<file path="src/rtl/scan_seq_pkg.sv">
// Shared types and helpers for the decoder channel-scan sequencer.
package scan_seq_pkg;

   localparam int CH_W        = 4;
   localparam int N_CH        = 16;
   localparam int OFF_W       = CH_W + 1;
   localparam int DWELL_W_DEF = 8;
   localparam int GAP_CYC_DEF = 1;

   typedef enum logic [1:0] {
      IDLE,
      DWELL,
      GAP
   } scan_state_t;

   typedef struct packed {
      logic            found;
      logic [CH_W-1:0] ch;
   } ch_hit_t;

   // First unmasked channel at range offset >= from_off, walking first_ch..last_ch with 4-bit wrap.
   function automatic ch_hit_t scan_find(
      input logic [CH_W-1:0]  first_ch,
      input logic [CH_W-1:0]  last_ch,
      input logic [OFF_W-1:0] from_off,
      input logic [N_CH-1:0]  mask
   );
      ch_hit_t         hit;
      logic [CH_W-1:0] span;
      logic [CH_W-1:0] ch;
      hit  = '0;
      span = last_ch - first_ch;
      for (int unsigned k = 0; k < N_CH; k++) begin
         ch = first_ch + CH_W'(k);
         if (!hit.found && OFF_W'(k) >= from_off && OFF_W'(k) <= {1'b0, span} && !mask[ch]) begin
            hit.found = 1'b1;
            hit.ch    = ch;
         end
      end
      return hit;
   endfunction

   // True when no unmasked channel follows ch within the current pass.
   function automatic logic ch_is_last(
      input logic [CH_W-1:0] first_ch,
      input logic [CH_W-1:0] last_ch,
      input logic [CH_W-1:0] ch,
      input logic [N_CH-1:0] mask
   );
      logic [CH_W-1:0] off;
      ch_hit_t         hit;
      off = ch - first_ch;
      hit = scan_find(first_ch, last_ch, {1'b0, off} + OFF_W'(1), mask);
      return !hit.found;
   endfunction

endpackage

</file>
<file path="src/rtl/scan_next_ch.sv">
// Combinational next-channel finder: next unmasked channel after cur_ch in
// range order, wrapping to the start of the range after the last one.
// is_last flags cur_ch as the final unmasked channel of the pass.
// Without SCAN_SKIP_MASK_EN the parent ties mask to zero.
module scan_next_ch
   import scan_seq_pkg::*;
(
   input  logic [CH_W-1:0] cur_ch,
   input  logic [CH_W-1:0] first_ch,
   input  logic [CH_W-1:0] last_ch,
   input  logic [N_CH-1:0] mask,
   output logic [CH_W-1:0] next_ch,
   output logic            is_last
);

   ch_hit_t         fwd;
   ch_hit_t         wrap;
   logic [CH_W-1:0] off;

   // Search forward within the pass, else restart from the head of the range.
   always_comb begin
      off     = cur_ch - first_ch;
      fwd     = scan_find(first_ch, last_ch, {1'b0, off} + OFF_W'(1), mask);
      wrap    = scan_find(first_ch, last_ch, '0, mask);
      is_last = !fwd.found;
      next_ch = fwd.found ? fwd.ch : (wrap.found ? wrap.ch : first_ch);
   end

endmodule

</file>
<file path="src/rtl/decoder_scan_seq.sv">
// Channel-scan sequencer driving the sel/en inputs of a 4-to-16 decoder.
// Optional feature macro: SCAN_SKIP_MASK_EN adds the skip_mask port.
module decoder_scan_seq
   import scan_seq_pkg::*;
#(
   parameter int DWELL_W = DWELL_W_DEF,
   parameter int GAP_CYC = GAP_CYC_DEF
) (
   input  logic               clk,
   input  logic               rst_n,
   input  logic               start,
   input  logic               stop,
   input  logic               continuous,
   input  logic [DWELL_W-1:0] dwell,
   input  logic [CH_W-1:0]    first_ch,
   input  logic [CH_W-1:0]    last_ch,
`ifdef SCAN_SKIP_MASK_EN
   input  logic [N_CH-1:0]    skip_mask,
`endif
   output logic [CH_W-1:0]    sel,
   output logic               sel_en,
   output logic               busy,
   output logic               ch_done,
   output logic               scan_done
);

   scan_state_t        state;
   logic [DWELL_W-1:0] cnt;
   logic [DWELL_W-1:0] dwell_l;
   logic [DWELL_W-1:0] dwell_eff;
   logic [3:0]         gap_cnt;
   logic               cont_l;
   logic [CH_W-1:0]    first_l;
   logic [CH_W-1:0]    last_l;
   logic [N_CH-1:0]    mask_l;
   logic [N_CH-1:0]    mask_in;
   ch_hit_t            start_hit;
   logic               start_last;
   logic [CH_W-1:0]    nxt_ch;
   logic               cur_last;
   logic               nxt_last;

`ifdef SCAN_SKIP_MASK_EN
   assign mask_in = skip_mask;
`else
   assign mask_in = '0;
`endif

   scan_next_ch u_next (
      .cur_ch   (sel),
      .first_ch (first_l),
      .last_ch  (last_l),
      .mask     (mask_l),
      .next_ch  (nxt_ch),
      .is_last  (cur_last)
   );

   // Start-time lookups on raw inputs, and last-of-pass flag for the channel about to be entered.
   always_comb begin
      dwell_eff  = (dwell == '0) ? DWELL_W'(1) : dwell;
      start_hit  = scan_find(first_ch, last_ch, '0, mask_in);
      start_last = ch_is_last(first_ch, last_ch, start_hit.ch, mask_in);
      nxt_last   = ch_is_last(first_l, last_l, nxt_ch, mask_l);
   end

   // Scan FSM; done pulses are set one edge early so they coincide with the final dwell cycle.
   always_ff @(posedge clk) begin
      if (!rst_n) begin
         state     <= IDLE;
         sel       <= '0;
         sel_en    <= 1'b0;
         busy      <= 1'b0;
         ch_done   <= 1'b0;
         scan_done <= 1'b0;
         cnt       <= '0;
         gap_cnt   <= '0;
         cont_l    <= 1'b0;
         dwell_l   <= DWELL_W'(1);
         first_l   <= '0;
         last_l    <= '0;
         mask_l    <= '0;
      end else begin
         ch_done   <= 1'b0;
         scan_done <= 1'b0;
         case (state)
            IDLE: begin
               sel    <= '0;
               sel_en <= 1'b0;
               busy   <= 1'b0;
               // busy is still high for the single cycle of an all-masked pass, which blocks a restart there.
               if (start && !stop && !busy) begin
                  cont_l  <= continuous;
                  dwell_l <= dwell_eff;
                  first_l <= first_ch;
                  last_l  <= last_ch;
                  mask_l  <= mask_in;
                  busy    <= 1'b1;
                  if (!start_hit.found) begin
                     scan_done <= 1'b1;
                  end else begin
                     state  <= DWELL;
                     sel    <= start_hit.ch;
                     sel_en <= 1'b1;
                     cnt    <= dwell_eff - DWELL_W'(1);
                     if (dwell_eff == DWELL_W'(1)) begin
                        ch_done   <= 1'b1;
                        scan_done <= start_last;
                     end
                  end
               end
            end
            default: begin
               if (stop) begin
                  state  <= IDLE;
                  sel    <= '0;
                  sel_en <= 1'b0;
                  busy   <= 1'b0;
               end else if (state == DWELL && cnt != '0) begin
                  cnt <= cnt - DWELL_W'(1);
                  if (cnt == DWELL_W'(1)) begin
                     ch_done   <= 1'b1;
                     scan_done <= cur_last;
                  end
               end else if (state == DWELL && cur_last && !cont_l) begin
                  state  <= IDLE;
                  sel    <= '0;
                  sel_en <= 1'b0;
                  busy   <= 1'b0;
               end else if (state == DWELL && GAP_CYC > 0) begin
                  state   <= GAP;
                  sel_en  <= 1'b0;
                  gap_cnt <= 4'(GAP_CYC - 1);
               end else if (state == GAP && gap_cnt != '0) begin
                  gap_cnt <= gap_cnt - 4'd1;
               end else begin
                  state  <= DWELL;
                  sel    <= nxt_ch;
                  sel_en <= 1'b1;
                  cnt    <= dwell_l - DWELL_W'(1);
                  if (dwell_l == DWELL_W'(1)) begin
                     ch_done   <= 1'b1;
                     scan_done <= nxt_last;
                  end
               end
            end
         endcase
      end
   end

endmodule

</file>
<file path="config.mk">
export PLATFORM = sky130hd
export DESIGN_NAME = decoder_scan_seq
export DESIGN_NICKNAME = d
export VERILOG_FILES = /design/src/rtl/scan_seq_pkg.sv /design/src/rtl/scan_next_ch.sv /design/src/rtl/decoder_scan_seq.sv
export SDC_FILE = /design/constraint.sdc
export NUM_CORES = 1
export LEC_CHECK = 0
export ABC_AREA = 0
export CAP_MARGIN = 40
export CORE_ASPECT_RATIO = 0.5
export CORE_MARGIN = 2
export CORE_UTILIZATION = 60
export DETAILED_ROUTE_END_ITERATION = 8
export HOLD_SLACK_MARGIN = 0.06
export PLACE_DENSITY = 0.81
export SYNTH_ARGS = -nofsm -noshare
export SYNTH_HDL_FRONTEND = slang
export SYNTH_SLANG_ARGS = --single-unit
</file>
<file path="constraint.sdc">
create_clock -name clk -period 6.85 [get_ports clk]
set_input_delay 0.685 -clock clk [delete_from_list [all_inputs] [get_ports clk]]
set_output_delay 0.685 -clock clk [all_outputs]
set_load 0.05 [all_outputs]
</file>
# Yosys cells after proc, flatten, opt, wreduce, memory -nomap -nowiden
# Memories as Yosys holds them, arrays and structs flattened. A register that Yosys moved wholly into a read port is not among the register bits.
# Cells that the tools add are included.
[totals]
reg_bits = 39
romBits = 512
out_inout_bits = 8
elab_cells = 723
n_memories = 32
inputBits = 21
[mem_list]
columns = ["name", "depth", "width", "read_ports", "rd_clocked_by_memory_dff", "wr", "line_no", "rtl"]
rows = [
  ["(name not given)", 16, 1, 1, 0, 0, "scan_seq_pkg.sv:35", "if (!hit.found && OFF_W'(k) >= from_off && OFF_W'(k) <= {1'b0, span} && !mask[ch]) begin"],
  ["(name not given)", 16, 1, 1, 0, 0, "scan_seq_pkg.sv:35", ""],
  ["(name not given)", 16, 1, 1, 0, 0, "scan_seq_pkg.sv:35", ""],
  ["(name not given)", 16, 1, 1, 0, 0, "scan_seq_pkg.sv:35", ""],
  ["(name not given)", 16, 1, 1, 0, 0, "scan_seq_pkg.sv:35", ""],
  ["(name not given)", 16, 1, 1, 0, 0, "scan_seq_pkg.sv:35", ""],
  ["26 more memories", "-", "-", "-", "-", "-", "-", ""],
]
[classes]
n_lt_le_gt_ge = 110
eq_ne = 15
n_mux = 178
n_reduce_logical = 330
addsub = 42
bitwise_logic = 4
[op_table]
columns = ["op", "n"]
rows = [
  ["$mux W5", 80],
  ["$logic_and A1 B1 Y1", 204],
  ["$lt A4 B5 Y1 const B", 32],
  ["$ge A4 B5 Y1 const A", 24],
  ["$logic_not A1 Y1", 113],
  ["$mux W8", 9],
  ["$mux W1", 67],
  ["$add A4 B4 Y4 const B", 16],
  ["$le A4 B4 Y1 const A", 16],
  ["$ge A3 B5 Y1 const A", 12],
  ["$mux W4", 14],
  ["$add A4 B3 Y4 const B", 8],
  ["$le A3 B4 Y1 const A", 8],
  ["$ge A1 B5 Y1 const A", 6],
  ["$ge A2 B5 Y1 const A", 6],
  ["$eq A8 B1 Y1 const B", 3],
  ["$sub A8 B1 Y8 const B", 3],
  ["$sub A4 B4 Y4", 5],
  ["$add A4 B2 Y4 const B", 4],
  ["$le A2 B4 Y1 const A", 4],
  ["$mux W2", 8],
  ["$add A4 B1 Y5 const B", 3],
  ["$ne A3 B2 Y1 const B", 3],
  ["$add A4 B1 Y4 const B", 2],
  ["other kinds (22)", 29],
]

# Logic depth before layout (Yosys ltp)
[depth]
word_depth = 169
depth_mapped = 31
ltp_nobuf = 29

# Hierarchy
# From an unflattened synthesis, not the netlist that was laid out.
[unflattened]
hier_cells = 888
hier_area_um2 = 6841.6
[modules_own_cells]
columns = ["module", "seq_area_each_um2", "instances", "cells_per_inst", "area_per_inst_um2"]
rows = [
  ["scan_next_ch", 0.0, 1, 532, 4063.9],
  ["decoder_scan_seq", 780.7, 1, 356, 2777.7],
]

# Least setup slack after synthesis
# No wires, ideal clock.
[synth_path]
path_kind = "register to register"
start = "register first_l[1]"
end = "register scan_done"
t_arrival_ns = 6.081
setup_time_ns = 0.077
path_slack_ns = 0.693
stages_incl_launch_ff = 29
path_cell_list = "dfxtp_1 clkbuf_1 inv_1 fa_1 inv_1 ha_1 buf_2 o21ba_2 clkbuf_1 nor3_1 o31ai_1 and2_1 and2_1 o21ai_0 and3_1 a22oi_1 o22a_1 inv_1 fa_1 inv_1 ha_1 or3_1 a21oi_1 nor2_1 nor2_1 a21oi_1 nand2b_1 a211o_1 a41oi_2"
[synth_between]
elab_chain_cells = 169
word_cells_on_any_way = 340
classes_between = "add/sub: 20; order compare: 47; mux: 73; reduce/logical: 185; memory: 15"
[synth_rtl]
columns = ["element", "line_no", "rtl"]
rows = [
  ["start, declared", "decoder_scan_seq.sv:33", "logic [CH_W-1:0] first_l;"],
  ["start signal, assigned", "decoder_scan_seq.sv:94", "first_l <= first_ch;"],
  ["$sub A4 B4 Y4", "scan_next_ch.sv:22", "off = cur_ch - first_ch;"],
  ["$add A4 B1 Y5", "scan_next_ch.sv:23", "fwd = scan_find(first_ch, last_ch, {1'b0, off} + OFF_W'(1), mask);"],
  ["$ge A1 B5 Y1", "scan_seq_pkg.sv:35", ""],
  ["$logic_and A1 B1 Y1", "scan_seq_pkg.sv:35", ""],
  ["$mux W5", "scan_seq_pkg.sv:35", ""],
  ["$logic_not A1 Y1", "scan_seq_pkg.sv:35", ""],
  ["$logic_and A1 B1 Y1 (3 in series)", "scan_seq_pkg.sv:35", ""],
  ["$mux W5", "scan_seq_pkg.sv:35", ""],
  ["(+151 left out)", "-", ""],
  ["$logic_not A1 Y1", "scan_seq_pkg.sv:54", "return !hit.found;"],
  ["$mux W1", "decoder_scan_seq.sv:140", "if (dwell_l == DWELL_W'(1)) begin"],
  ["$mux W1", "decoder_scan_seq.sv:133", "end else if (state == GAP && gap_cnt != '0) begin"],
  ["$mux W1", "decoder_scan_seq.sv:129", "end else if (state == DWELL && GAP_CYC > 0) begin"],
  ["$mux W1", "decoder_scan_seq.sv:124", "end else if (state == DWELL && cur_last && !cont_l) begin"],
  ["$mux W1 (*)", "decoder_scan_seq.sv:118", "end else if (state == DWELL && cnt != '0) begin"],
  ["$mux W1 (*)", "decoder_scan_seq.sv:113", "if (stop) begin"],
  ["$mux W1 (*)", "decoder_scan_seq.sv:85", "case (state)"],
  ["end signal, assigned", "decoder_scan_seq.sv:107", "scan_done <= start_last;"],
  ["end signal, assigned", "decoder_scan_seq.sv:122", "scan_done <= cur_last;"],
  ["end signal, assigned", "decoder_scan_seq.sv:142", "scan_done <= nxt_last;"],
  ["end, declared", "decoder_scan_seq.sv:24", "output logic scan_done"],
]
# Mark *: on every way between the ends. The rest lies on a longest branch, timed or not. The select of a mux whose other input is x is not followed.
# A chain may end at the register's enable or synchronous reset.

# Final worst setup path
[layout_path]
start = "register sel[0]"
end = "register scan_done"
[layout_between]
elab_chain_cells = 169
word_cells_on_any_way = 203
classes_between = "add/sub: 4; order compare: 32; mux: 41; reduce/logical: 126"
[layout_rtl]
columns = ["element", "line_no", "rtl"]
rows = [
  ["start, declared", "decoder_scan_seq.sv:20", "output logic [CH_W-1:0] sel,"],
  ["start signal, assigned", "decoder_scan_seq.sv:102", "sel <= start_hit.ch;"],
  ["start signal, assigned", "decoder_scan_seq.sv:137", "sel <= nxt_ch;"],
  ["$sub A4 B4 Y4 (*)", "scan_next_ch.sv:22", ""],
  ["$add A4 B1 Y5 (*)", "scan_next_ch.sv:23", ""],
  ["$ge A1 B5 Y1", "scan_seq_pkg.sv:35", ""],
  ["$logic_and A1 B1 Y1", "scan_seq_pkg.sv:35", ""],
  ["$mux W5", "scan_seq_pkg.sv:35", ""],
  ["$logic_not A1 Y1", "scan_seq_pkg.sv:35", ""],
  ["$logic_and A1 B1 Y1 (3 in series)", "scan_seq_pkg.sv:35", ""],
  ["$mux W5", "scan_seq_pkg.sv:35", ""],
  ["(+151 left out)", "-", ""],
  ["$logic_not A1 Y1", "scan_seq_pkg.sv:54", ""],
  ["$mux W1", "decoder_scan_seq.sv:140", ""],
  ["$mux W1", "decoder_scan_seq.sv:133", ""],
  ["$mux W1", "decoder_scan_seq.sv:129", ""],
  ["$mux W1", "decoder_scan_seq.sv:124", ""],
  ["$mux W1 (*)", "decoder_scan_seq.sv:118", ""],
  ["$mux W1 (*)", "decoder_scan_seq.sv:113", ""],
  ["$mux W1 (*)", "decoder_scan_seq.sv:85", ""],
]
# Mark *: on every way between the ends. The rest lies on a longest branch, timed or not.

==> metrics.md <==
| Metric | Value |
|---|---|
| Outcome | `finished, final reports clean` |
| Register area share after synthesis | `16.9%` |
| Io pins | `29` |
| Fin nets | `between 700 and 800` |
| Internal power | `~0.82 mW` |
| P_sw | `a little over 0.8 mW` |
| Critical path class | `flop to flop` |
| Ant diodes | `0` |
| Largest net degree at the start of global routing | `34` |
| Post-synthesis area per instance | `~7.3 sq um` |
| Gate power share | `70.8%` |
| Avg WL per Cell | `about 18 um` |
| RR Startpoint | `sel[0]` |
| CTS Buf Count | `5` |
| Worst setup EP type | `flop` |
| R2r endpoint | `scan_done` |
| Number of global-route vias before repair | `roughly 4600` |
| Clock Skews | `a little over 0.004 ns` |
| Fill cells | `between 600 and 700` |
| Starting density of the core | `62.3%` |
| Static Leak | `slightly below 2 nW` |
| GR Overflow Total | `0` |
| GRT Total Usage | `about a third` |
| Final setup viols | `0` |
| Slowest cell delay on critical path | `0.56 ns` |
| Die H | `between 60 and 70 um` |
| Power Density | `318 nW/um^2` |
| Full die area | `~8500 sq um` |
| Area delta synth->final | `12.0%` |
| DR vias | `just under 5000` |
| Tot Pwr | `roughly 1.6 mW` |
| Max VDD drop | `0.142 mV` |
| Clock transition at path regs | `about 0.060 ns` |
| Worst-Margin Slew | `0.887 ns` |
| TritonCTS clock tree | `done` |
| Worst setup margin | `around 0.57 ns` |
| CTS H-tree depth | `2` |
| Core area | `approximately 7400 sq um` |
| Initial DRT Pass Iterations | `5` |
| Routability cong. | `about 1.0` |
| Row count | `22` |
| Commonest non-fill, non-tap cells in the layout | `nand2_1, a21oi_1, nor2_1, dfxtp_1, inv_1` |
| Delay-heaviest family, CP | `adder cells` |
| Synth Flop Type | `dfxtp_1` |
| HP Start | `last_l[0]` |
| Final WL | `around 14000 um` |
| Syn Inst Count | `630` |
| Antenna violations before repair | `0` |
| Latest clock arrival within the worst-skew pair | `approximately 0.28 ns` |
| Storage cell area | `781 sq um` |
| Switching part of the total | `49.9%` |
| Fmax | `around 160 MHz` |
| Global-route wire length before repair | `approximately 23000 um` |
| Final period utilization | `91.6%` |
| Worst R2R Setup Slack | `0.57 ns` |
| Most used cell, CP | `inv_1` |
| Netlist Area Pre-Place | `between 4000 and 5000 sq um` |
| Hold Crit Class | `flop to flop` |
| Share of layout cells above drive strength 1 | `slightly below 9%` |
| Synthesized Nets | `just under 700` |
| Max Buffers Root-to-Sink | `2` |
| RSZ-0062 raised after global routing | `false` |
| Number of synthesized flops with an enable pin | `0` |
| Reg power frac | `15.6%` |
| Crit path time final | `6.28 ns` |
| # clock sinks | `39` |
| Worst path slowest cell | `fa_1` |
| Clk root buf | `clkbuf_16` |
| Setup TNS | `0 ns` |
| Via density | `between 6 and 7` |
| Most common cell after layout, fill and taps aside | `nand2_1` |
| Fin. Hold Viols | `0` |
| WHS Endpoint | `last_l[0]` |
| Slew Limit Fails | `0` |
| Ys Warns | `0` |
| CP max FO | `12` |
| Post-route ant nets | `0` |
| DRC violations left | `0` |
| Path depth of the worst reg2reg path | `26` |
| DRT iter0 DRCs | `about 540` |
| CP required | `between 7 and 8 ns` |
| Synth Register Bits | `39` |
| I/O Buffers | `28` |
| Chip Width | `roughly 130 um` |
| Critical path data arrival time | `6.48 ns` |
| Area of the multi-input gates | `roughly 3600 sq um` |
| Post-synthesis cell type count | `89` |
| Max-cap viol count | `0` |
| DP Wirelength | `slightly above 10000 um` |
| Setup Buffers After CTS | `0` |
| WP buf/inv | `4` |
| Async set-reset flop share out of synthesis | `0%` |
| Part of the power in the clock network | `13.5%` |
| Hold Path Stages | `2` |
| Place WS | `just under 0.5 ns` |
| Relative slew slack | `between 40 and 50%` |
| Startpoint class of the critical path | `flop` |
## through the flow
stage | std cells | util (%) | hold WS [ns] | instance area, sq um
detailed placement | 743 | 67.8 | 0.453 | 5020
finish | 751 | 69.8 | 0.462 | 5170
global route | 751 | 69.8 | 0.481 | 5170
CTS | 751 | 69.6 | 0.460 | 5160
global placement | 742 | 67.6 | 0.444 | 5010
floorplan | 630 | - | 0.436 | 4620
## registers in the layout, indices dropped and copies added (netlist names)
signal and flops:
sel 4, sel_en 1, scan_done 1, cont_l 1, first_l 4, last_l 4
state 2, cnt 8, ch_done 1, dwell_l 8, gap_cnt 4, busy 1
## power groups by stage
stage	Sequential (mW)	Clock [mW]	Combinational, mW
after floorplan	0.271	0	0.872
after global placement	0.261	0	1.12
after detailed placement	0.262	0	1.12
after CTS	0.257	0.224	1.13
after global routing	0.259	0.236	1.28
final	0.257	0.223	1.17
## synthesized netlist by cell type, types with 4 or more instances
library cell  number  area [sq um]
a211oi_1          13          97.6
nand2_1           91           342
a21o_1             5          37.5
o21ai_0           28           140
o31ai_1            6          45.0
xnor2_1           27           236
nor4_1             7          43.8
and3_1             4          25.0
nor3_1            23           115
buf_2              5          25.0
nand2b_1          13          81.3
o211ai_1          10          75.1
nor2_1            56           210
or3_1              5          31.3
nand3_1           11          55.1
xor2_1            11          96.3
a31oi_1            9          56.3
ha_1              36           450
and2_1             4          25.0
nor2b_1            4          25.0
a21oi_1           58           290
clkbuf_1          16          60.1
inv_1             36           135
or4_1              4          30.0
o21ai_1            4          20.0
dfxtp_1           39           781
fa_1               4          80.1
## cell families after synthesis
family	count (synthesis)	share of synthesized area, %
buffers and inverters	59	5.01
multiplexers	5	1.14
flip-flops	39	16.9
XOR/XNOR	41	8.27
AND/OR/NAND/NOR	252	26.8
AO/OA/AOI/OAI	193	30.1
adder cells (fa/ha/maj)	41	11.7
## final cells by class
class                   instances  share of cell area (%)
clock buffers                   7                    2.57
clock inverters                 1                  0.0968
inverters                      36                    2.61
multi-input cells             532                    70.1
flip-flops and latches         39                    15.1
well taps                      96                    2.32
repair buffers                 40                    7.24
## tightest hold or removal path, stage by stage, from the launching register on
cell and delay (ns):
dfxtp_1 0.31, nand2_1 0.05, a21oi_1 0.06
## how the worst max path moves through the flow
| stage | startpoint | end | slack [ns] | depth (start not counted) |
|---|---|---|---|---|
| floorplan | first_l[1] | scan_done | 0.69 | 28 |
| global placement | sel[0] | scan_done | 0.80 | 27 |
| finish | sel[0] | scan_done | 0.57 | 26 |
| CTS | sel[0] | scan_done | 0.46 | 27 |
| global route | sel[0] | scan_done | 0.07 | 28 |
| detailed placement | sel[0] | scan_done | 0.49 | 27 |
## what timing repair did
item | 4_1_cts | 5_1_grt
hold buffers | 0 | 0
resized for setup | 0 | 3
setup endpoints to repair | 0 | 1
## per-layer routing
| metal | share of wire (%) | vias up | global-route usage [%] |
|---|---|---|---|
| met5 | 0 | - | 0 |
| met4 | 1.6 | 0 | 8.24 |
| met3 | 7.5 | 25 | 3.96 |
| met2 | 46 | 231 | 58.7 |
| met1 | 45 | 2284 | 44.1 |
| li1 | - | 2325 | - |
Power figures use the tool's default switching activity.
